==> src/rtl/tile_core_if_mt.sv <==
// tile_core_if_mt: round-robin arbiter from NUM_THREADS core request channels onto one L1.5 channel.
// Optional per-thread watchdog is built when TILE_CORE_IF_MT_TIMEOUT_EN is defined.
`ifndef L15_AMO_OP_WIDTH
`define L15_AMO_OP_WIDTH 4
`endif
`ifndef PHY_ADDR_WIDTH
`define PHY_ADDR_WIDTH 40
`endif

module tile_core_if_mt #(
    parameter int NUM_THREADS    = 2,
    parameter int TID_WIDTH      = 1,
    parameter int TIMEOUT_CYCLES = 1024
) (
    input  logic                                          clk,
    input  logic                                          rst_n,
    input  logic [NUM_THREADS-1:0]                        core_req_val,
    output logic [NUM_THREADS-1:0]                        core_req_rdy,
    input  logic [5*NUM_THREADS-1:0]                      core_req_rqtype,
    input  logic [`L15_AMO_OP_WIDTH*NUM_THREADS-1:0]      core_req_amo_op,
    input  logic [3*NUM_THREADS-1:0]                      core_req_size,
    input  logic [`PHY_ADDR_WIDTH*NUM_THREADS-1:0]        core_req_addr,
    input  logic [64*NUM_THREADS-1:0]                     core_req_data,
    input  logic [NUM_THREADS-1:0]                        core_req_nc,
    output logic                                          transducer_l15_val,
    output logic [4:0]                                    transducer_l15_rqtype,
    output logic [`L15_AMO_OP_WIDTH-1:0]                  transducer_l15_amo_op,
    output logic [2:0]                                    transducer_l15_size,
    output logic [`PHY_ADDR_WIDTH-1:0]                    transducer_l15_address,
    output logic [63:0]                                   transducer_l15_data,
    output logic                                          transducer_l15_nc,
    output logic [TID_WIDTH-1:0]                          transducer_l15_threadid,
    output logic                                          transducer_l15_prefetch,
    output logic                                          transducer_l15_invalidate_cacheline,
    output logic                                          transducer_l15_blockstore,
    output logic                                          transducer_l15_blockinitstore,
    output logic [1:0]                                    transducer_l15_l1rplway,
    output logic [63:0]                                   transducer_l15_data_next_entry,
    output logic [32:0]                                   transducer_l15_csm_data,
    input  logic                                          l15_transducer_ack,
    input  logic                                          l15_transducer_header_ack,
    input  logic                                          l15_transducer_val,
    input  logic [3:0]                                    l15_transducer_returntype,
    input  logic [TID_WIDTH-1:0]                          l15_transducer_threadid,
    input  logic [63:0]                                   l15_transducer_data_0,
    input  logic [63:0]                                   l15_transducer_data_1,
    output logic                                          transducer_l15_req_ack,
    output logic [NUM_THREADS-1:0]                        core_rsp_val,
    output logic [3:0]                                    core_rsp_returntype,
    output logic [63:0]                                   core_rsp_data_0,
    output logic [63:0]                                   core_rsp_data_1,
    output logic                                          stray_rsp_err,
    output logic [NUM_THREADS-1:0]                        timeout_err
);
    localparam int AW = `PHY_ADDR_WIDTH;
    localparam int OW = `L15_AMO_OP_WIDTH;

    typedef enum logic {IDLE, ISSUE} state_t;

    state_t                   r_state;
    state_t                   w_nextState;
    logic [NUM_THREADS-1:0]   r_outstanding;
    logic [TID_WIDTH-1:0]     r_rrPtr;
    logic [TID_WIDTH-1:0]     r_grant;
    logic [4:0]               r_rqtype;
    logic [OW-1:0]            r_amoOp;
    logic [2:0]               r_size;
    logic [AW-1:0]            r_addr;
    logic [63:0]              r_data;
    logic                     r_nc;
    logic [NUM_THREADS-1:0]   r_rspVal;
    logic [3:0]               r_rspType;
    logic [63:0]              r_rspData0;
    logic [63:0]              r_rspData1;
    logic                     r_strayErr;

    logic [NUM_THREADS-1:0]   w_eligible;
    logic [2*NUM_THREADS-1:0] w_dblElig;
    logic [NUM_THREADS-1:0]   w_rotElig;
    logic                     w_found;
    logic [TID_WIDTH-1:0]     w_pick;
    logic                     w_ackFire;
    logic [NUM_THREADS-1:0]   w_setMask;
    logic [NUM_THREADS-1:0]   w_tidMask;
    logic                     w_rspHit;
    logic                     w_unused;

    assign w_eligible = core_req_val & ~r_outstanding;
    assign w_dblElig  = {w_eligible, w_eligible};
    assign w_rotElig  = NUM_THREADS'(w_dblElig >> r_rrPtr);

    // Lowest set bit of the rotated vector is the first eligible thread at or after the pointer.
    always_comb begin
        w_found = 1'b0;
        w_pick  = '0;
        for (int i = NUM_THREADS - 1; i >= 0; i--) begin
            if (w_rotElig[i]) begin
                w_found = 1'b1;
                w_pick  = TID_WIDTH'((int'(r_rrPtr) + i) % NUM_THREADS);
            end
        end
    end

    always_comb begin
        w_nextState = r_state;
        w_ackFire   = 1'b0;
        case (r_state)
            IDLE:    if (w_found) w_nextState = ISSUE;
            ISSUE: begin
                if (l15_transducer_ack) begin
                    w_ackFire   = 1'b1;
                    w_nextState = IDLE;
                end
            end
            default: w_nextState = IDLE;
        endcase
    end

    always_comb begin
        w_setMask = '0;
        w_tidMask = '0;
        for (int t = 0; t < NUM_THREADS; t++) begin
            w_setMask[t] = w_ackFire && (int'(r_grant) == t);
            w_tidMask[t] = (int'(l15_transducer_threadid) == t);
        end
    end

    // A response racing the ack of its own thread sees outstanding=0 and is classed stray.
    assign w_rspHit = l15_transducer_val && (|(w_tidMask & r_outstanding & ~w_setMask));

    always_ff @(posedge clk or negedge rst_n) begin
        if (!rst_n) begin
            r_state       <= IDLE;
            r_outstanding <= '0;
            r_rrPtr       <= '0;
            r_grant       <= '0;
            r_rqtype      <= '0;
            r_amoOp       <= '0;
            r_size        <= '0;
            r_addr        <= '0;
            r_data        <= '0;
            r_nc          <= 1'b0;
            r_rspVal      <= '0;
            r_rspType     <= '0;
            r_rspData0    <= '0;
            r_rspData1    <= '0;
            r_strayErr    <= 1'b0;
        end else begin
            r_state       <= w_nextState;
            r_outstanding <= (r_outstanding & ~(w_rspHit ? w_tidMask : '0)) | w_setMask;
            if (r_state == IDLE && w_found) begin
                r_grant  <= w_pick;
                r_rrPtr  <= TID_WIDTH'((int'(w_pick) + 1) % NUM_THREADS);
                r_rqtype <= core_req_rqtype[int'(w_pick)*5 +: 5];
                r_amoOp  <= core_req_amo_op[int'(w_pick)*OW +: OW];
                r_size   <= core_req_size[int'(w_pick)*3 +: 3];
                r_addr   <= core_req_addr[int'(w_pick)*AW +: AW];
                r_data   <= core_req_data[int'(w_pick)*64 +: 64];
                r_nc     <= core_req_nc[w_pick];
            end
            r_rspVal <= w_rspHit ? w_tidMask : '0;
            if (w_rspHit) begin
                r_rspType  <= l15_transducer_returntype;
                r_rspData0 <= l15_transducer_data_0;
                r_rspData1 <= l15_transducer_data_1;
            end
            if (l15_transducer_val && !w_rspHit) r_strayErr <= 1'b1;
        end
    end

`ifdef TILE_CORE_IF_MT_TIMEOUT_EN
    localparam int CW = $clog2(TIMEOUT_CYCLES + 1);

    logic [CW-1:0]          r_wdCount [NUM_THREADS];
    logic [NUM_THREADS-1:0] r_timeoutErr;

    // Counter saturates at the limit; the flag is sticky and does not release the thread.
    always_ff @(posedge clk or negedge rst_n) begin
        if (!rst_n) begin
            for (int t = 0; t < NUM_THREADS; t++) r_wdCount[t] <= '0;
            r_timeoutErr <= '0;
        end else begin
            for (int t = 0; t < NUM_THREADS; t++) begin
                if (w_setMask[t]) begin
                    r_wdCount[t] <= '0;
                end else if (r_outstanding[t] && r_wdCount[t] != CW'(TIMEOUT_CYCLES)) begin
                    r_wdCount[t] <= r_wdCount[t] + 1'b1;
                    if (r_wdCount[t] == CW'(TIMEOUT_CYCLES - 1)) r_timeoutErr[t] <= 1'b1;
                end
            end
        end
    end

    assign timeout_err = r_timeoutErr;
    assign w_unused    = l15_transducer_header_ack;
`else
    assign timeout_err = '0;
    assign w_unused    = l15_transducer_header_ack ^ (TIMEOUT_CYCLES == 0);
`endif

    assign transducer_l15_val                  = (r_state == ISSUE);
    assign transducer_l15_rqtype               = r_rqtype;
    assign transducer_l15_amo_op               = r_amoOp;
    assign transducer_l15_size                 = r_size;
    assign transducer_l15_address              = r_addr;
    assign transducer_l15_data                 = r_data;
    assign transducer_l15_nc                   = r_nc;
    assign transducer_l15_threadid             = r_grant;
    assign transducer_l15_prefetch             = 1'b0;
    assign transducer_l15_invalidate_cacheline = 1'b0;
    assign transducer_l15_blockstore           = 1'b0;
    assign transducer_l15_blockinitstore       = 1'b0;
    assign transducer_l15_l1rplway             = 2'b00;
    assign transducer_l15_data_next_entry      = 64'd0;
    assign transducer_l15_csm_data             = 33'd0;
    assign transducer_l15_req_ack              = l15_transducer_val;
    assign core_req_rdy                        = w_setMask;
    assign core_rsp_val                        = r_rspVal;
    assign core_rsp_returntype                 = r_rspType;
    assign core_rsp_data_0                     = r_rspData0;
    assign core_rsp_data_1                     = r_rspData1;
    assign stray_rsp_err                       = r_strayErr;

endmodule

==> config.mk <==
export PLATFORM = sky130hd
export DESIGN_NAME = tile_core_if_mt
export DESIGN_NICKNAME = d
export VERILOG_FILES = /design/src/rtl/tile_core_if_mt.sv
export SDC_FILE = /design/constraint.sdc
export NUM_CORES = 1
export LEC_CHECK = 0
export CORE_AREA = 4 4 285 287
export CTS_CLUSTER_SIZE = 30
export DETAILED_ROUTE_END_ITERATION = 10
export DIE_AREA = 0 0 289 291
export PLACE_DENSITY = 0.39
export SLEW_MARGIN = 15
export SYNTH_ARGS = -nofsm -noshare
export SYNTH_HDL_FRONTEND = slang
export SYNTH_SLANG_ARGS = --single-unit
==> constraint.sdc <==
create_clock -name clk -period 5.2 [get_ports clk]
set_input_delay 1.04 -clock clk [delete_from_list [all_inputs] [get_ports clk]]
set_output_delay 1.04 -clock clk [all_outputs]
set_load 0.1 [all_outputs]
==> flow_summary.ini, run 1 <==
[timing]
worstMarginPinSlew_ns = 1.11
rsz0062_at_grt = false
setup_violations = 0
finalWorstPathRequiredPeriod_ns = 3.86
slew_violations = 0
tns_ns = 0
relSlewSlack = 0.258
clock_skew_ns = 0.0143
hold_viol_final = 0
fin_crit_sh = 0.742
clock.fmax_ghz = 0.259

[clock_network]
clockRootBuffer = clkbuf_16
cts_sinks = 257
clk_latency_ns = 0.54
htree_levels = 2
clk_pin_slew_ns = 0.05
clockBufferDepth = 3
cts_buffers = 37
post_cts_buffers = 0
cts_tree = built
ctsResizeCount = 0
cts_hold_buf = 0

[detailed_routing]
wirelength_mm = 47.5
viasPerCell = 3.64
drc = 0
drtAntennaViolNets = 0
wl_met3_mm = 4.74
dr_wl_met2_mm = 24.1
drt-met1-wl_mm = 17.3
top_layer_used = met5
wl_per_cell_um = 18.9
via_count = 9143
drt-initial-drc-count = 306
dr.pass1.iters = 5

[critical_path]
cp-startpoint = l15_transducer_val
crit_top_cell = clkdlybuf4s50_1
crit_fanout = 5
crit_arrival_ns = 2.82
cp_num_cells = 2
path_cells = clkdlybuf4s50_1 -> clkdlybuf4s50_1
cpPeakStageDelay_ns = 1.18
crit_buf_inv = 2
end_kind = primary output
cp_top_family = buffers and inverters
worstSetupPathType = in2out
r2r_slack_ns = 2.74
required_ns = 4.16
endpoint = transducer_l15_req_ack
critPathSlowestCell = clkdlybuf4s50_1
worstRegToRegCells = 4
r2r-start = transducer_l15_val
start_kind = input pin
rr_endpoint = core_rsp_data_1[26]

[logic_synthesis]
ys_types = 27
synth.avg_cell_area_um2 = 13.5
yosys_register_bits = 257
yosysWarnings = 0
syn_inst = 824
synth_seq_area_share = 0.577
syn_area_mm2 = 0.0111

[global_route]
antenna_found_initial = 7
grt_usage = 0.106
grt-ovfl-total = 0
grt_pass1_vias = 9917
grt_pass1_wl_mm = 67.6
grt_max_degree = 92

[die]
die-area_mm2 = 0.0841
core_area_mm2 = 0.0786
ioPinCount = 736
initial_core_util = 0.142
placementRows = 103
die_w_um = 289
die_y_um = 291

[placement]
dp_cells = 2449
dp_hpwl_mm = 34.6
portBuffers = 629
place_congestion = 0.744

[hold_path]
hp-class = reg2reg

[finish]
drive_gt1_frac = 0.0884
nets = 1812
finish.utilization = 0.247
final_cells = 2515
area_growth_pct = 74.5

[outcome]
status = completed

[job]
maxCapViolCount = 0
## placed cells by master, fill, tap and decap left out, types with 7 or more instances in the layout
cell type	count
a221o_1	117
and3_1	117
buf_12	7
buf_4	9
clkbuf_16	37
clkbuf_8	11
clkdlybuf4s50_1	626
conb_1	105
dfrtp_1	257
mux2_1	80
mux2_2	52
## stage by stage
stage                     hold slack [ns]  area, µm²  worst slack, ns
after floorplan                     0.489      11500             2.14
after global placement              0.467      18200             1.32
after detailed placement            0.474      18200             1.32
after CTS                           0.477      19400             1.32
after global routing                0.500      19400             1.31
final                               0.478      19400             1.34
## registers in the layout (all words and copies together) (netlist names)
name and flops:
transducer_l15_amo_op 4, transducer_l15_rqtype 5, stray_rsp_err 1, core_rsp_returntype 4, transducer_l15_val 1, r_rrPtr 1, core_rsp_data_1 64, transducer_l15_size 3
transducer_l15_threadid 1, transducer_l15_data 64, core_rsp_val 2, r_outstanding 2, transducer_l15_address 40, transducer_l15_nc 1, core_rsp_data_0 64
## per-layer routing
metal  vias to the layer above  track usage
met5                         -            0
met4                         4       0.0339
met3                        71       0.0398
met2                       439        0.190
met1                      4526        0.116
li1                       4103            -
## logic make-up after synthesis
kind of cell	Yosys count	share of synthesized area
muxes	132	0.133
buffers and inverters	174	0.101
other	1	0.000337
and+or+nand+nor	136	0.0755
DFF	257	0.577
AOI/OAI and AO/OA	124	0.112
## worst min-delay path by stage
stage,startpoint,to,slack (ns),cells after the start
4_1_cts,rst_n,core_rsp_data_0[37],0.48,1
5_1_grt,rst_n,core_rsp_data_0[59],0.50,1
2_1_floorplan,r_rrPtr,r_rrPtr,0.49,1
6_report,core_rsp_data_0[48],core_rsp_data_0[48],0.48,1
3_5_place_dp,core_rsp_data_0[48],core_rsp_data_0[48],0.47,1
3_3_place_gp,stray_rsp_err,stray_rsp_err,0.47,1
## layout make-up
type                            instances  area [µm²]
Fill cell                            8294       59200
Timing Repair Buffer                  643        6490
Sequential cell                       257        6430
Multi-Input combinational cell        497        3990
Tap cell                             1050        1310
Clock buffer                           54        1100
Clock inverter                          7        95.1
Antenna cell                            5        12.5
Inverter                                2        7.51
## synthesized netlist by cell type, drive strengths merged
cell type | n | share of area
buf | 125 | 0.085
o32ai | 1 | 0.0025
inv | 2 | 0.00067
nor3 | 2 | 0.00090
nor2 | 1 | 0.00034
a221o | 117 | 0.11
a22o | 1 | 0.00079
a31o | 1 | 0.00079
conb | 1 | 0.00034
nand3 | 3 | 0.0013
and3 | 117 | 0.066
nand3b | 1 | 0.00067
dfrtp | 257 | 0.58
nor3b | 2 | 0.0018
nand2b | 3 | 0.0017
a21o | 3 | 0.0020
o21a | 1 | 0.00067
clkbuf | 47 | 0.016
or3 | 1 | 0.00056
and3b | 1 | 0.00079
mux2 | 132 | 0.13
nand2 | 5 | 0.0017
Power of run 1 is left out: the tool's default activity adds up to more than one toggle a clock period on the data nets, which glitch-free logic cannot reach.
==> run 2, diff against run 1 <==
--- a/config.mk
+++ b/config.mk
@@ -5,11 +5,11 @@
 export SDC_FILE = /design/constraint.sdc
 export NUM_CORES = 1
 export LEC_CHECK = 0
-export CORE_AREA = 4 4 285 287
+export CORE_AREA = 4 4 283 285
 export CTS_CLUSTER_SIZE = 30
 export DETAILED_ROUTE_END_ITERATION = 10
-export DIE_AREA = 0 0 289 291
-export PLACE_DENSITY = 0.39
+export DIE_AREA = 0 0 287 289
+export PLACE_DENSITY = 0.4
 export SLEW_MARGIN = 15
 export SYNTH_ARGS = -nofsm -noshare
 export SYNTH_HDL_FRONTEND = slang
==> constraint.sdc (replaced) <==
create_clock -name clk -period 3.47 [get_ports clk]
set_input_delay 0.694 -clock clk [delete_from_list [all_inputs] [get_ports clk]]
set_output_delay 0.694 -clock clk [all_outputs]
set_load 0.1 [all_outputs]
==> flow_summary.ini, run 2 (synthesized netlist as in run 1, its figures left out) <==
[timing]
clock_skew_ns = 0.0133
setup_violations = 0
finalWorstPathRequiredPeriod_ns = 2.76
hold_viol_final = 0
worstMarginPinSlew_ns = 1.03
slew_violations = 0
tns_ns = 0
fin_crit_sh = 0.796
relSlewSlack = 0.312
clock.fmax_ghz = 0.362
rsz0062_at_grt = false

[critical_path]
endpoint = transducer_l15_data[59]
cp_num_cells = 1
rr_endpoint = core_rsp_data_1[2]
crit_buf_inv = 1
crit_fanout = 2
start_kind = flip-flop
required_ns = 2.78
end_kind = primary output
cp_top_family = buffers and inverters
critPathSlowestCell = clkdlybuf4s50_1
path_cells = clkdlybuf4s50_1
worstRegToRegCells = 5
r2r_slack_ns = 1.12
r2r-start = transducer_l15_val
crit_arrival_ns = 2.07
cp-startpoint = transducer_l15_data[59]
worstSetupPathType = reg2out
cpPeakStageDelay_ns = 1.17

[clock_network]
cts_tree = built
clk_pin_slew_ns = 0.06
clockBufferDepth = 3
cts_buffers = 36
cts_sinks = 257
ctsResizeCount = 0
clockRootBuffer = clkbuf_16
htree_levels = 2
cts_hold_buf = 0
clk_latency_ns = 0.54
post_cts_buffers = 0

[global_route]
grt-ovfl-total = 0
grt_max_degree = 107
grt_pass1_wl_mm = 67.8
grt_pass1_vias = 9966
antenna_found_initial = 5
grt_usage = 0.108

[finish]
nets = 1820
multi_input_area_mm2 = 0.00399
seqCellArea_mm2 = 0.00643
area_growth_pct = 73.0
mostFrequentLayoutCells = clkdlybuf4s50_1, dfrtp_1, buf_4
drive_gt1_frac = 0.182
fill_cells = 8228
final_common_cell = clkdlybuf4s50_1

[placement]
portBuffers = 629
dp_hpwl_mm = 35.5
place_congestion = 0.799

[detailed_routing]
drt-initial-drc-count = 328
dr.pass1.iters = 4
wl_per_cell_um = 19.0
viasPerCell = 3.64
via_count = 9162
drc = 0
wirelength_mm = 47.8
drtAntennaViolNets = 0

[die]
die-area_mm2 = 0.0829
die_w_um = 287
initial_core_util = 0.144
core_area_mm2 = 0.0773
ioPinCount = 736
placementRows = 102
die_y_um = 289

[outcome]
status = completed

[hold_path]
hp-class = in2async

[job]
maxCapViolCount = 0
run 2: final cells by class:
| type | count | area share |
|---|---|---|
| clock inverter | 10 | 0.00481 |
| antenna | 6 | 0.000779 |
| tap | 1040 | 0.0675 |
| clock buffer | 53 | 0.0585 |
| inverter | 2 | 0.000390 |
| timing repair buffer | 652 | 0.327 |
| sequential | 257 | 0.334 |
| multi-input combinational | 497 | 0.207 |
run 2: worst min-delay path by stage:
stage / from / to / slack (ns) / cells past startpoint
after floorplan: rst_n / core_rsp_data_0[0] / 0.40 / 0
after global placement: core_rsp_data_1[55] / core_rsp_data_1[55] / 0.47 / 1
after detailed placement: core_rsp_data_0[56] / core_rsp_data_0[56] / 0.47 / 1
after CTS: rst_n / core_rsp_data_0[49] / 0.13 / 1
after global routing: rst_n / core_rsp_data_0[49] / 0.14 / 1
final: rst_n / core_rsp_data_0[49] / 0.13 / 1
run 2: layer usage:
| layer | wire [µm] | vias to the layer above | GRT usage |
|---|---|---|---|
| met2 | 24000 | 445 | 0.190 |
| met5 | 0 | - | 0 |
| met3 | 5040 | 62 | 0.0452 |
| met1 | 17500 | 4523 | 0.118 |
| li1 | - | 4132 | - |
| met4 | 1300 | 0 | 0.0350 |
run 2: through the flow:
step           hold WS (ns)  std cells  area, µm²  setup WS, ns  utilization
2_1_floorplan         0.398        928      11500         0.469            -
3_3_place_gp          0.466       2448      18000         0.494        0.233
3_5_place_dp          0.474       2448      18000         0.445        0.233
4_1_cts               0.129       2511      19300         0.653        0.249
5_1_grt               0.145       2514      19300         0.644        0.249
6_report              0.135       2517      19300         0.709        0.249
Power of run 2 is left out for the same reason.
